<file path="config.mk">
export PLATFORM = sky130hd
export DESIGN_NAME = lock_sequencer
export DESIGN_NICKNAME = d
export VERILOG_FILES = /design/src/rtl/lock_pkg.sv /design/src/rtl/lockout_timer.sv /design/src/rtl/lock_sequencer.sv
export SDC_FILE = /design/constraint.sdc
export NUM_CORES = 1
export LEC_CHECK = 0
export CORE_MARGIN = 2
export CORE_UTILIZATION = 45
export DETAILED_ROUTE_END_ITERATION = 7
export PLACE_DENSITY = 0.7
export SLEW_MARGIN = 5
export SYNTH_ARGS = -nofsm -noshare
export SYNTH_HDL_FRONTEND = slang
export SYNTH_SLANG_ARGS = --single-unit
</file>
<file path="constraint.sdc">
create_clock -name clk -period 3.5 [get_ports clk]
set_input_delay 0.35 -clock clk [delete_from_list [all_inputs] [get_ports clk]]
set_output_delay 0.35 -clock clk [all_outputs]
set_load 0.02 [all_outputs]
</file>
<file path="src/rtl/lock_pkg.sv">
// Shared constants for the combination-lock controller: code geometry,
// state encoding and the digit-extraction helper.
package lock_pkg;

  localparam int DIGITS  = 6;
  localparam int DIGIT_W = 4;
  localparam int CODE_W  = DIGITS * DIGIT_W;
  localparam int STATE_W = 3;
  localparam int COUNT_W = 3;
  localparam int FAIL_W  = 2;

  localparam logic [STATE_W-1:0] ST_ENTRY   = 3'd0;
  localparam logic [STATE_W-1:0] ST_OPEN    = 3'd1;
  localparam logic [STATE_W-1:0] ST_FAIL    = 3'd2;
  localparam logic [STATE_W-1:0] ST_LOCKOUT = 3'd3;
  localparam logic [STATE_W-1:0] ST_PROG    = 3'd4;

  function automatic logic [DIGIT_W-1:0] code_digit(input logic [CODE_W-1:0] code,
                                                    input logic [COUNT_W-1:0] idx);
    return code[int'(idx) * DIGIT_W +: DIGIT_W];
  endfunction

endpackage

</file>
<file path="src/rtl/lockout_timer.sv">
// Down-counter holding the lock in LOCKOUT; done is high during the final
// counted cycle so the FSM leaves exactly LOAD_VALUE cycles after loading.
module lockout_timer #(
  parameter int LOAD_VALUE = 16,
  parameter int W          = $clog2(LOAD_VALUE + 1)
) (
  input  logic clk,
  input  logic reset,
  input  logic load,
  input  logic en,
  output logic done
);

  logic [W-1:0] count;

  always_ff @(posedge clk or posedge reset) begin
    if (reset) begin
      count <= '0;
    end else if (load) begin
      count <= W'(LOAD_VALUE);
    end else if (en && count != '0) begin
      // NOTE: state updates use <= so every flop samples pre-edge values.
      count <= count - 1'b1;
    end
  end

  assign done = (count == W'(1));

endmodule

</file>
<file path="src/rtl/lock_sequencer.sv">
// Combination-lock FSM: collects digit entries, checks them against the stored
// code, tracks failed attempts, runs the lockout and reprograms the code.
module lock_sequencer
  import lock_pkg::*;
#(
  parameter int                MAX_FAILS      = 3,
  parameter int                LOCKOUT_CYCLES = 16,
  parameter logic [CODE_W-1:0] DEFAULT_CODE   = 24'h654321
) (
  input  logic               clk,
  input  logic               reset,
  input  logic               digit_valid,
  input  logic [DIGIT_W-1:0] digit,
  input  logic               relock,
  input  logic               prog_req,
  output logic [STATE_W-1:0] state_code,
  output logic               open,
  output logic               error,
  output logic               locked_out,
  output logic [COUNT_W-1:0] digit_count,
  output logic [FAIL_W-1:0]  fail_count
);

  localparam logic [COUNT_W-1:0] LAST_IDX  = COUNT_W'(DIGITS - 1);
  localparam logic [FAIL_W-1:0]  FAIL_LIM  = FAIL_W'(MAX_FAILS);

  logic [STATE_W-1:0] state_q, state_d;
  logic [COUNT_W-1:0] dc_q, dc_d;
  logic [FAIL_W-1:0]  fc_q, fc_d, fc_inc;
  logic               mm_q, mm_d, miss;
  logic [CODE_W-1:0]  code_q, code_d;
  logic [CODE_W-1:0]  shadow_q, shadow_d;
  logic               timer_load, timer_en, timer_done;

  lockout_timer #(
    .LOAD_VALUE(LOCKOUT_CYCLES)
  ) u_timer (
    .clk   (clk),
    .reset (reset),
    .load  (timer_load),
    .en    (timer_en),
    .done  (timer_done)
  );

  always_comb begin
    // NOTE: every variable gets a default first, so no path leaves a latch.
    state_d    = state_q;
    dc_d       = dc_q;
    fc_d       = fc_q;
    mm_d       = mm_q;
    code_d     = code_q;
    shadow_d   = shadow_q;
    timer_load = 1'b0;
    timer_en   = 1'b0;
    miss       = (digit != code_digit(code_q, dc_q));
    fc_inc     = (fc_q == FAIL_LIM) ? fc_q : fc_q + 1'b1;

    case (state_q)
      // A digit in FAIL starts a new attempt; digit_count and mismatch are
      // already clear, so it is handled exactly like an ENTRY digit.
      ST_ENTRY, ST_FAIL: begin
        if (relock) begin
          state_d = ST_ENTRY;
          dc_d    = '0;
          mm_d    = 1'b0;
        end else if (digit_valid) begin
          state_d = ST_ENTRY;
          if (dc_q == LAST_IDX) begin
            dc_d = '0;
            mm_d = 1'b0;
            if (!(mm_q || miss)) begin
              state_d = ST_OPEN;
              fc_d    = '0;
            end else begin
              fc_d = fc_inc;
              if (fc_inc == FAIL_LIM) begin
                state_d    = ST_LOCKOUT;
                timer_load = 1'b1;
              end else begin
                state_d = ST_FAIL;
              end
            end
          end else begin
            dc_d = dc_q + 1'b1;
            mm_d = mm_q | miss;
          end
        end
      end

      ST_LOCKOUT: begin
        timer_en = 1'b1;
        if (timer_done) begin
          state_d = ST_ENTRY;
          fc_d    = '0;
        end
      end

      ST_OPEN: begin
        if (relock) begin
          state_d = ST_ENTRY;
        end else if (prog_req) begin
          state_d = ST_PROG;
          dc_d    = '0;
        end
      end

      ST_PROG: begin
        if (relock) begin
          state_d = ST_ENTRY;
          dc_d    = '0;
        end else if (digit_valid) begin
          shadow_d[int'(dc_q) * DIGIT_W +: DIGIT_W] = digit;
          if (dc_q == LAST_IDX) begin
            code_d  = shadow_d;
            state_d = ST_OPEN;
            dc_d    = '0;
          end else begin
            dc_d = dc_q + 1'b1;
          end
        end
      end

      default: begin
        state_d = ST_ENTRY;
        dc_d    = '0;
        mm_d    = 1'b0;
      end
    endcase
  end

  always_ff @(posedge clk or posedge reset) begin
    if (reset) begin
      state_q    <= ST_ENTRY;
      dc_q       <= '0;
      fc_q       <= '0;
      mm_q       <= 1'b0;
      code_q     <= DEFAULT_CODE;
      open       <= 1'b0;
      error      <= 1'b0;
      locked_out <= 1'b0;
    end else begin
      state_q    <= state_d;
      dc_q       <= dc_d;
      fc_q       <= fc_d;
      mm_q       <= mm_d;
      code_q     <= code_d;
      open       <= (state_d == ST_OPEN);
      error      <= (state_d == ST_FAIL);
      locked_out <= (state_d == ST_LOCKOUT);
    end
  end

  // NOTE: shadow is fully rewritten before it is ever copied into the code,
  // so it carries no reset.
  always_ff @(posedge clk) begin
    shadow_q <= shadow_d;
  end

  assign state_code  = state_q;
  assign digit_count = dc_q;
  assign fail_count  = fc_q;

endmodule

</file>
## Word level (Yosys, flattened, before mapping)

Cells that the tools add are included.

- Add/subtract/negate cells: 4
- Equal/unequal tests: 20
- Shift-type cells: 3
- Multiplexer cells: 39
- Bitwise operators: 4
- Reductions and logical operators: 14

Operators with widths:

| cell | count |
|---|---|
| 2-to-1 mux 3 bit | 13 |
| negator 5 -> 33 bit | 1 |
| variable shift 4 x 33 -> 24 bit, first input constant | 1 |
| variable part select 4 x 33 -> 24 bit | 1 |
| bitwise mux 24 bit | 1 |
| variable part select 24 x 6 -> 4 bit | 1 |
| 2-to-1 mux 2 bit | 8 |
| equality test 3 x 2 -> 1 bit, second input constant | 4 |
| inequality test 2 bit, second input constant | 6 |
| one-hot mux 3 bit (4 select lines) | 1 |
| 2-to-1 mux 1 bit | 11 |
| 2-to-1 mux 5 bit | 2 |
| one-hot mux 3 bit (3 select lines) | 1 |
| AND reduction 4 bit | 2 |
| equality test 3 x 1 -> 1 bit, second input constant | 2 |
| equality test 3 bit, second input constant | 2 |
| OR reduction 3 bit | 2 |
| equality test 5 x 1 -> 1 bit, second input constant | 1 |
| AND reduction 5 bit | 1 |
| nonzero test 5 bit | 1 |
| subtractor 5 x 1 -> 5 bit, second input constant | 1 |
| equality test 2 bit, second input constant | 2 |
| inequality test 4 bit | 1 |
| one-hot mux 2 bit (2 select lines) | 1 |
| other kinds (14) | 17 |

- Register bits after elaboration: 65
- Bits of input ports: 9
- Output and inout port bits: 11
- Word-level logic and storage cells: 94

## Logic depth before layout (Yosys ltp)

Gate-level depths: netlist of the first run.

- Word-level depth: 10
- Mapped depth: 10
- Mapped depth without buffers: 8

## Modules after synthesis

From an unflattened synthesis of the first run, not the netlist that was laid out.

- Cell total of the unflattened synthesis: 277
- Area, all modules: 3373.2 sq um

Modules (own cells, without submodules):

| module | times used | cells each | area each (sq um) | sequential area each (sq um) |
|---|---|---|---|---|
| lock_sequencer | 1 | 246 | 3078.0 | 1632.8 |
| lockout_timer | 1 | 31 | 295.3 | 125.1 |

## Worst setup path after synthesis of the first run

OpenSTA, ideal clock, no wires.

- Path kind: register -> register
- From: register state_q[0], in the netlist state_code[0]
- To: register shadow_q[0], enable pin
- Setup time: 0.435 ns
- Arrival: 2.460 ns
- Required time: 3.065 ns
- Path slack: 0.605 ns
- Stages on the path, launching flop included: 4
- Buffers on the path: 0
- Clock period less this slack: 2.895 ns
- Cell sequence: dfrtp_1 > nor2_1 > nand2_1 > nor3_1

- Word-level cells in the longest chain between the ends: 2

Ends and longest elaborated chain:

| element | RTL line | source |
|---|---|---|
| from (decl) | lock_sequencer.sv:27 | `logic [STATE_W-1:0] state_q, state_d;` |
| from (signal assigned) | lock_sequencer.sv:142 | `state_q <= state_d;` |
| equality test 3 bit | lock_sequencer.sv:58 | `case (state_q)` |
| AND reduction 3 bit (no line) | -- |  |
| to (signal assigned) | lock_sequencer.sv:156 | `shadow_q <= shadow_d;` |
| to (decl) | lock_sequencer.sv:32 | `logic [CODE_W-1:0] shadow_q, shadow_d;` |

Every way passes these cells.
A chain may end at the register's enable or synchronous reset.

## Worst setup path in the final report of the first run

- From: register dc_q[2], in the netlist digit_count[2]
- To: register code_q[19]

- Word-level cells in the longest chain between the ends: 3
- Elaborated cells on any way between the ends: 6
- Those cells by class: 1 x add/sub; 1 x eq/ne; 2 x shift; 1 x mux; 1 x reduce/logical

Ends and longest elaborated chain:

| element | RTL line | source |
|---|---|---|
| from (decl) | lock_sequencer.sv:28 | `logic [COUNT_W-1:0] dc_q, dc_d;` |
| from (signal assigned) | lock_sequencer.sv:134 | `dc_q <= '0;` |
| from (signal assigned) | lock_sequencer.sv:143 | `dc_q <= dc_d;` |
| negator 5 -> 33 bit | lock_sequencer.sv:112 | `shadow_d[int'(dc_q) * DIGIT_W +: DIGIT_W] = digit;` |
| variable part select 4 x 33 -> 24 bit / variable shift 4 x 33 -> 24 bit (equally long branches) | lock_sequencer.sv:112 |  |
| bitwise mux 24 bit | lock_sequencer.sv:112 |  |
| to (signal assigned) | lock_sequencer.sv:146 | `code_q <= code_d;` |
| to (decl) | lock_sequencer.sv:31 | `logic [CODE_W-1:0] code_q, code_d;` |

Parallel ways exist; a longest one is shown, timed or not.

==> impl_summary.txt, run 1 <==
----------------------------------------------------
[Run status]
  Status ... completed

[Setup path]
  Slack of the worst reg-to-reg path ... 710 ps
  Startpoint of the worst register-to-register path ... digit_count[2]
  Logic depth of the worst register-to-register path ... 6
  Total number of cells along the worst setup path ... 6
  Critical path required time ... 3730 ps
  Critical path buffer and inverter count ... 1
  CP Launch Type ... register
  Stage delay of the slowest cell on the critical path ... 590 ps
  Critical Setup Path Class ... reg2reg
  Arrival time worst endpoint ... 3010 ps
  Critical Path, Cell by Cell ... inv_1 > ha_1 > nand2b_1 > a2111oi_2 > mux2_2 > mux2_2
  Endpoint of the most critical register-to-register path ... code_q[19]
  Most frequent cell on the critical path ... mux2_2
  CP top delay family ... multiplexers
  CP endpoint kind ... register
  Max FO, Critical Path ... 14
  Critical path's slowest cell ... dfrtp_1

[Final layout]
  Post-route cell area ... 0.00399 sq mm
  Share of post-route cells with drive strength above 1 ... 20.8%
  Final net count ... 355
  Number of fill cells ... 636
  Area added between synthesis and finish ... 15.7%
  Final cell count without fillers ... 441
  Utilization after layout ... 54.4%
  Number of diodes added for antenna fixing ... 0

[Clocking]
  Number of gates resized after CTS ... 0
  Number of buffers inserted by hold repair at cts ... 0
  CTS H-tree depth ... 3
  Number of buffers added by the clock tree synthesis step ... 9
  Clock tree buffer depth ... 2
  Clock tree sinks ... 65
  Post-CTS Repair Setup Buffers ... 0
  Clock-pin slew of the registers on the worst-case setup and hold paths ... 80 ps
  Root buf cell ... clkbuf_8
  Clock latency of the later-clocked register in the worst-skew pair ... 340 ps
  Clock tree from TritonCTS ... yes

[Placed design]
  DP Cell Count ... 425
  Buffers added on ports ... 19
  Placed standard-cell area ... 0.00375 sq mm
  Global placer's final weighted congestion ... 0.843
  Detailed Place HPWL ... 4980 um

[Synth]
  Number of distinct standard cells referenced by the synthesized netlist ... 51
  Flip-flop and latch count after synthesis ... 65
  Area share of the leading cell type in the synthesized netlist ... 23.2%
  Net count after synthesis ... 330
  Area leader, netlist ... dfrtp_1
  Leading cell types by count after synthesis ... nand2_1 (43), dfrtp_1 (32), mux2_2 (31), edfxtp_1 (24), o21ai_0 (23)
  Synth warnings ... 0
  Synth top area cells ... dfrtp_1 (23%), edfxtp_1 (21%), mux2_2 (10%), dfstp_2 (6.9%), nand2_1 (4.7%)
  Avg Inst Size Synth ... 11.0 sq um
  Most repeated cell in the gate-level netlist after synthesis ... nand2_1
  Share of the yosys chip area belonging to registers ... 51.0%
  Post-synthesis instance total ... 312
  Async set-reset flop share out of synthesis ... 63.1%
  Number of flops mapped to enable cells by yosys ... 24
  Syn Std Cell Area ... 0.00344 sq mm
  Most used flip-flop cell after synthesis ... dfrtp_1

[Global route]
  Overall Global Routing Usage ... 18.6%
  Initial antenna violation count ... 0
  Remaining global-route overflow ... 0
  Global-route wire length before repair ... 12100 um
  Via count of the first global-routing pass ... 2429
  Pin count of the biggest net entering global routing ... 30

[STA]
  Transition at the pin with the smallest max-transition slack ... 1080 ps
  Share of the clock period used by the worst path after layout ... 79.6%
  Unrepaired setup endpoints after global routing ... false
  Post-Route Setup TNS ... 0 ps
  Number of endpoints failing setup at the final stage ... 0
  Number of hold violations in the final report ... 0
  Worst clock skew ... 10.7 ps
  Peak clock frequency supported by timing ... 0.359 GHz
  Max Slew Vio Count ... 0
  Final Critical Period ... 2790 ps
  Rel. slew slack ... 27.3%

[Power]
  Peak supply drop ... 0.217 mV
  Standby leakage power ... 1.61 nW
  Power per Cell Area ... 429 mW/mm^2

[Die]
  Core Area ... 0.00733 sq mm
  Std cell rows ... 31
  Die extent in y ... 91.5 um
  Die outline area ... 0.00837 sq mm
  Number of placed I/O pins ... 20
  Overall die width ... 91.5 um
  Effective utilization at floorplan ... 47.0%

[Drt]
  Total detailed-routing wirelength ... 7200 um
  Number of vias per cell after detailed routing ... 5.54
  Iter 0 DRT Violations ... 147
  Average routed wire per standard cell ... 16.3 um
  Pre-Repair DR Iteration Count ... 4
  Number of nets with antenna violations after routing ... 0
  Routed via count ... 2443
  DR DRC count ... 0

[Run]
  Total of max-cap violations ... 0

[Hold path]
  Path category of the worst min-delay check ... in2async

----------------------------------------------------
[cells in the final DEF (no fill, tap or decap), drive strengths merged, types with 4 or more instances in the layout]
master         synthesis  layout
mux2i                 10      10
o31ai                  4       4
dfstp                  9       9
mux2                  33      33
buf                    7       8
clkdlybuf4s50          0      19
nor2                  14      14
clkbuf                 6      11
ha                     9       9
a21oi                  5       5
o21ai                 23      23
dfrtp                 32      32
inv                   15      14
o31a                   6       6
a311oi                 4       4
nand3                  9       9
nand2                 43      43
xor2                   4       4
edfxtp                24      24
nor3                  15      15
[worst reg2reg max path: cells and delay by family (launching register included)]
kind,cells,cell delay (ps)
buffers and inverters,1,230
adder cells (fa/ha/maj),1,450
multiplexers,2,660
AO/OA/AOI/OAI,1,590
flip-flops,1,590
AND/OR/NAND/NOR,1,150
[state kept, by name, indices dropped and copies added, names as in the netlist]
register,cells
code_q,24
shadow_q,24
u_timer.count,5
digit_count,3
state_code,3
fail_count,2
error,1
locked_out,1
mm_q,1
open,1
[stage by stage]
step,hold slack [ps],power [mW],worst slack [ps]
2_1_floorplan,423,0.913,605
3_3_place_gp,487,0.957,862
3_5_place_dp,493,0.961,736
4_1_cts,509,1.73,718
5_1_grt,520,1.78,512
6_report,453,1.71,712
[layer usage]
| metal | global-route usage (%) | up-vias | share of wire (%) |
|---|---|---|---|
| li1 | - | 1191 | - |
| met1 | 24.4 | 1206 | 46 |
| met2 | 29.8 | 37 | 49 |
| met3 | 3.98 | 9 | 3.4 |
| met4 | 7.95 | 0 | 1.4 |
| met5 | 0 | - | 0 |
[report_power, final]
part | internal, mW | leakage [nW] | total [mW] | switching (mW)
sequential | 0.792 | 0.726 | 0.796 | 0.00373
combinational | 0.0546 | 0.769 | 0.150 | 0.0952
clock | 0.474 | 0.118 | 0.762 | 0.288
[worst max path at each step]
stage / to / start
2_1_floorplan: shadow_q[0] / state_code[0]
3_3_place_gp: code_q[17] / digit_count[2]
3_5_place_dp: code_q[17] / digit_count[2]
4_1_cts: code_q[17] / digit_count[2]
5_1_grt: code_q[23] / digit_count[2]
6_report: code_q[19] / digit_count[2]
[kinds of logic (layout without fill, tap and decap cells)]
| group | count (synthesis) | in the layout | share of synthesized area [%] |
|---|---|---|---|
| xor+xnor | 6 | 6 | 1.53 |
| compound gates | 61 | 61 | 12.7 |
| fa+ha+maj | 9 | 9 | 3.27 |
| flops | 65 | 65 | 51.0 |
| mux | 44 | 44 | 14.5 |
| buf+inv | 28 | 58 | 3.78 |
| simple gates | 99 | 99 | 13.2 |
[final cells by class]
| cell class | count | area (sq um) | area share, % |
|---|---|---|---|
| inverters | 15 | 56.3 | 1.41 |
| flip-flops and latches | 65 | 1760 | 44.1 |
| clock buffers | 11 | 131 | 3.30 |
| well taps | 99 | 124 | 3.11 |
| multi-input cells | 219 | 1560 | 39.2 |
| repair buffers | 27 | 250 | 6.28 |
| clock inverters | 5 | 104 | 2.61 |
Note: power is estimated with default switching activity, not from simulation.
==> run 2, diff against run 1 <==
PLACE_DENSITY = 0.72   (was 0.7)
clock period = 2.3 ns   (was 3.5 ns; I/O delays follow)
==> run 2 against run 1 <==
Sequential share of layout area shrank 2.2 points; routed wire length is 3.4% higher; global-route usage is 0.35 points higher; total power increased by 37%; cell count is 4.8% higher; die area did not move; fmax grew 27%; clock power increased by 11%; critical endpoint is now error.
==> impl_summary.txt, run 2 (same netlist as run 1, synthesis figures left out) <==
----------------------------------------------------
[Final layout]
  Number of fill cells ... 612
  Area of combinational cells with multiple inputs ... 0.00165 sq mm
  Share of post-route cells with drive strength above 1 ... 28.7%
  Number of diodes added for antenna fixing ... 0
  Most common library cell in the layout ignoring fill and taps ... nand2_1
  Area occupied by registers ... 0.00176 sq mm
  Largest registers in the final layout ... code_q: 24 flops, shadow_q: 24 flops, u_timer.count: 5 flops
  Most frequent cells in the layout ... nand2_1 (43), dfrtp_1 (30), mux2_2 (29), buf_4 (26), edfxtp_1 (24)
  Area added between synthesis and finish ... 22.0%
  Final net count ... 376
  Final cell count without fillers ... 462
  Utilization after layout ... 57.3%

[Global route]
  Pin count of the biggest net entering global routing ... 42
  Global-route wire length before repair ... 12300 um
  Remaining global-route overflow ... 0
  Via count of the first global-routing pass ... 2550
  Overall Global Routing Usage ... 19.0%
  Initial antenna violation count ... 0

[Drt]
  Iter 0 DRT Violations ... 126
  Total detailed-routing wirelength ... 7450 um
  Number of nets with antenna violations after routing ... 0
  Number of vias per cell after detailed routing ... 5.48
  Pre-Repair DR Iteration Count ... 4
  Average routed wire per standard cell ... 16.1 um
  Routed via count ... 2532
  DR DRC count ... 0

[STA]
  Share of the clock period used by the worst path after layout ... 95.1%
  Rel. slew slack ... 62.5%
  Peak clock frequency supported by timing ... 0.457 GHz
  Transition at the pin with the smallest max-transition slack ... 562 ps
  Number of hold violations in the final report ... 0
  Worst clock skew ... 11.0 ps
  Final Critical Period ... 2190 ps
  Unrepaired setup endpoints after global routing ... false
  Post-route setup slack ... 112 ps
  Number of endpoints failing setup at the final stage ... 0
  Max Slew Vio Count ... 0

[Clocking]
  Clock-pin slew of the registers on the worst-case setup and hold paths ... 70 ps
  Number of buffers added by the clock tree synthesis step ... 9
  Clock tree buffer depth ... 2
  Clock tree from TritonCTS ... yes
  Root buf cell ... clkbuf_8
  CTS H-tree depth ... 3
  Clock latency of the later-clocked register in the worst-skew pair ... 340 ps
  Clock tree sinks ... 65

[Setup path]
  Max FO, Critical Path ... 7
  Critical path required time ... 2530 ps
  Critical Setup Path Class ... reg2reg
  Arrival time worst endpoint ... 2410 ps
  CP Launch Type ... register
  CP endpoint kind ... register

[Power]
  Post-layout total power ... 2.34 mW
  Power per Cell Area ... 557 mW/mm^2
  Standby leakage power ... 1.72 nW
  Peak supply drop ... 0.275 mV

[Run]
  Total of max-cap violations ... 0

[Placed design]
  Global placer's final weighted congestion ... 0.825
  DP Cell Count ... 444
  Minimum setup slack after placement ... 69.8 ps
  Detailed Place HPWL ... 5290 um
  Buffers added on ports ... 19

[Die]
  Std cell rows ... 31
  Core Area ... 0.00733 sq mm
  Number of placed I/O pins ... 20
  Effective utilization at floorplan ... 47.0%
  Die extent in y ... 91.5 um
  Die outline area ... 0.00837 sq mm
  Overall die width ... 91.5 um

[Hold path]
  Path category of the worst min-delay check ... in2async

[Run status]
  Status ... completed

----------------------------------------------------
[run 2: routing by layer]
layer  track usage [%]  share of wire (%)  up-vias
met5                 0                  0        -
met1              24.7                 47     1262
met3              3.32                2.0        9
li1                  -                  -     1233
met2              31.7                 50       28
met4              6.82                1.5        0
[run 2: through the flow]
stage	TNS [ps]	hold WS (ps)	instance area (sq um)
floorplan	-90.2	303	3520
global placement	0	485	3980
detailed placement	0	493	3980
CTS	0	347	4160
global route	0	380	4200
finish	0	326	4200
[run 2: critical path, stage by stage (launching register included)]
cell and delay [ps]:
dfrtp_2 470, buf_4 190, mux4_2 510, nor2_2 120, o21a_1 130, o22ai_2 120
buf_4 190, o311a_1 330
[run 2: power breakdown]
group          switching, mW  leakage, nW  internal (mW)
Clock                  0.462       0.0850          0.388
Combinational          0.152        0.916          0.122
Sequential            0.0119        0.723           1.21
[run 2: path summary, 6_finish.rpt]
path                                      from        endpoint  slack (ps)  cells past startpoint
worst min-delay path                     reset  digit_count[2]         330                      3
worst max-delay path            digit_count[0]           error         110                      7
min in group clk                     code_q[1]       code_q[1]         510                      1
worst max register to register  digit_count[0]           error         110                      7
max in group asynchronous                reset  digit_count[1]        1570                      3
worst min register to register       code_q[1]       code_q[1]         510                      1
[run 2: area by class of cell]
type                    instances  share of cell area [%]
clock buffers                   9                    2.95
multi-input cells             219                    39.2
flip-flops and latches         65                    41.9
inverters                      15                    1.46
well taps                      99                    2.95
repair buffers                 48                    10.4
clock inverters                 7                    1.13
[run 2: repair_timing]
item / 4_1_cts / 5_1_grt
hold buffers: 0 / 0
resized for setup: 0 / 6
setup endpoints to repair: 0 / 7
hold endpoints to repair: 0 / 0
buffers inserted: 0 / 2
==> run 3, diff against run 2 <==
PLACE_DENSITY = 0.7   (was 0.72)
clock period = 2.2 ns   (was 2.3 ns; I/O delays follow)
==> run 3 against run 2 <==
Critical path depth up 1; die area unchanged; non-clock buffer count up 11; core utilization up 2.8 points; total power up 21%; clock skew up 0.94 ps; first-iteration DRC count down 0.79%; clock power up 45%; global-route usage up 1.6 points; fmax down 0.45%; largest power group unchanged.
==> impl_summary.txt, run 3 (same netlist as run 1, synthesis figures left out) <==
----------------------------------------------------
[STA]
  Worst clock skew ... 11.9 ps
  Unrepaired setup endpoints after global routing ... true
  Rel. slew slack ... 62.3%
  Max Slew Vio Count ... 0
  Peak clock frequency supported by timing ... 0.455 GHz
  Post-route setup slack ... 1.91 ps
  Number of hold violations in the final report ... 0
  Share of the clock period used by the worst path after layout ... 99.9%
  Number of endpoints failing setup at the final stage ... 0
  Final Critical Period ... 2200 ps
  Transition at the pin with the smallest max-transition slack ... 565 ps

[Power]
  Internal power ... 2.16 mW
  Standby leakage power ... 1.83 nW
  Flop pwr share ... 45.1%
  Peak supply drop ... 0.342 mV
  Switching Share ... 23.7%
  Reported net switching power ... 0.670 mW
  Logic gate share of total power ... 11.4%
  Post-layout total power ... 2.83 mW
  Relative contribution of the clock network to total power ... 43.5%
  Power per Cell Area ... 641 mW/mm^2

[Clocking]
  Number of buffers added by the clock tree synthesis step ... 9
  Clock latency of the later-clocked register in the worst-skew pair ... 350 ps
  Root buf cell ... clkbuf_8
  Clock tree buffer depth ... 2
  CTS H-tree depth ... 3
  Number of buffers inserted by hold repair at cts ... 0
  Clock-pin slew of the registers on the worst-case setup and hold paths ... 70 ps
  Clock tree from TritonCTS ... yes
  Clock tree sinks ... 65

[Placed design]
  Minimum setup slack after placement ... 48.1 ps
  Buffers added on ports ... 19
  Detailed Place HPWL ... 5540 um
  Global placer's final weighted congestion ... 0.861

[Die]
  Effective utilization at floorplan ... 47.0%
  Overall die width ... 91.5 um
  Die extent in y ... 91.5 um
  Core Area ... 0.00733 sq mm
  Number of placed I/O pins ... 20
  Std cell rows ... 31
  Die outline area ... 0.00837 sq mm

[Final layout]
  Share of post-route cells with drive strength above 1 ... 31.6%
  Final net count ... 387
  Number of diodes added for antenna fixing ... 0
  Largest registers in the final layout ... code_q: 24 flops, shadow_q: 24 flops, u_timer.count: 5 flops
  Number of fill cells ... 605
  Area added between synthesis and finish ... 28.0%
  Most frequent cells in the layout ... nand2_1 (43), buf_4 (33), dfrtp_1 (30), mux2_2 (26), edfxtp_1 (24)
  Most common library cell in the layout ignoring fill and taps ... nand2_1

[Setup path]
  Startpoint of the worst register-to-register path ... digit_count[0]
  Endpoint of the most critical setup path ... code_q[19]
  Critical path required time ... 2440 ps
  Critical Setup Path Class ... reg2reg
  Max FO, Critical Path ... 6
  Slack of the worst reg-to-reg path ... 2 ps
  CP Launch Type ... register
  CP endpoint kind ... register
  Startpoint of the most critical setup path ... digit_count[0]
  Logic depth of the worst register-to-register path ... 8
  Endpoint of the most critical register-to-register path ... code_q[19]
  Arrival time worst endpoint ... 2440 ps

[Global route]
  Global-route met1 utilization ... 27.5%
  Initial antenna violation count ... 0
  Remaining global-route overflow ... 0
  Overall Global Routing Usage ... 20.5%
  Busiest grt layer ... met2
  M2 GR Usage ... 32.1%
  Global-route track usage on met3 ... 5.48%
  Via count of the first global-routing pass ... 2647
  Global-route wire length before repair ... 13300 um
  Pin count of the biggest net entering global routing ... 42

[Drt]
  Number of nets with antenna violations after routing ... 0
  Number of vias per cell after detailed routing ... 5.46
  Pre-Repair DR Iteration Count ... 4
  Iter 0 DRT Violations ... 125
  Routed via count ... 2582
  DR DRC count ... 0
  Total detailed-routing wirelength ... 8100 um
  Average routed wire per standard cell ... 17.1 um

[Run status]
  Status ... completed

[Hold path]
  Path category of the worst min-delay check ... in2async

[Run]
  Total of max-cap violations ... 0

----------------------------------------------------
## run 3: changes by cell type in the layout (fill, tap and decap cells not counted), moves of 3 or more
cell and change:
buf_4 +7, buf_6 +3, bufinv_16 +3, clkinv_2 -3, mux2_2 -3, mux2_4 +3
## run 3: power by group through the flow
stage          Combinational [mW]  Sequential (mW)  Clock [mW]
3_3_place_gp                0.289             1.30           0
6_report                    0.322             1.27        1.23
2_1_floorplan               0.183             1.30           0
3_5_place_dp                0.294             1.30           0
4_1_cts                     0.295             1.27        1.25
5_1_grt                     0.348             1.28        1.31
## run 3: what timing repair did
| action | in CTS | in global routing |
|---|---|---|
| setup buffers | 0 | 3 |
| gates resized for setup | 0 | 16 |
| endpoints found under the setup margin | 0 | 23 |
## run 3: final cells by class
type / count / area [sq um] / area share (%)
Clock inverter: 6 / 106 / 2.41
Multi-Input combinational cell: 219 / 1680 / 38.2
Clock buffer: 10 / 128 / 2.89
Inverter: 15 / 63.8 / 1.45
Timing Repair Buffer: 59 / 543 / 12.3
Tap cell: 99 / 124 / 2.81
Sequential cell: 65 / 1760 / 39.9
## run 3: worst min-delay path by stage
| stage | endpoint | slack (ps) | cells past startpoint |
|---|---|---|---|
| 4_1_cts | u_timer.count[0] | 320 | 3 |
| 2_1_floorplan | state_code[2] | 290 | 1 |
| 6_report | u_timer.count[0] | 310 | 3 |
| 3_5_place_dp | code_q[2] | 490 | 1 |
| 5_1_grt | fail_count[1] | 410 | 3 |
| 3_3_place_gp | code_q[3] | 490 | 1 |
## run 3: metal layers
metal	part of all wire, %	routed length [um]
met1	46	3730
met2	48	3860
met3	5.4	440
met4	0.80	65
met5	0	0
## run 3: per-stage QoR
step | instances | setup TNS [ps] | cell area (sq um) | hold slack [ps] | utilization (%)
after detailed placement | 454 | 0 | 4070 | 493 | 55.5
final | 473 | 0 | 4410 | 307 | 60.1
after floorplan | 312 | -653 | 3540 | 293 | -
after CTS | 470 | 0 | 4310 | 320 | 58.7
after global placement | 454 | 0 | 4070 | 488 | 55.5
after global routing | 473 | -621 | 4410 | 412 | 60.1
## run 3: worst max-delay path, stage by stage (launching register included)
cell       delay, ps
dfrtp_2          500
inv_6             50
ha_4             160
ha_4             300
nand2b_4          80
a2111oi_4        240
buf_4            190
mux2_4           300
mux2_4           270
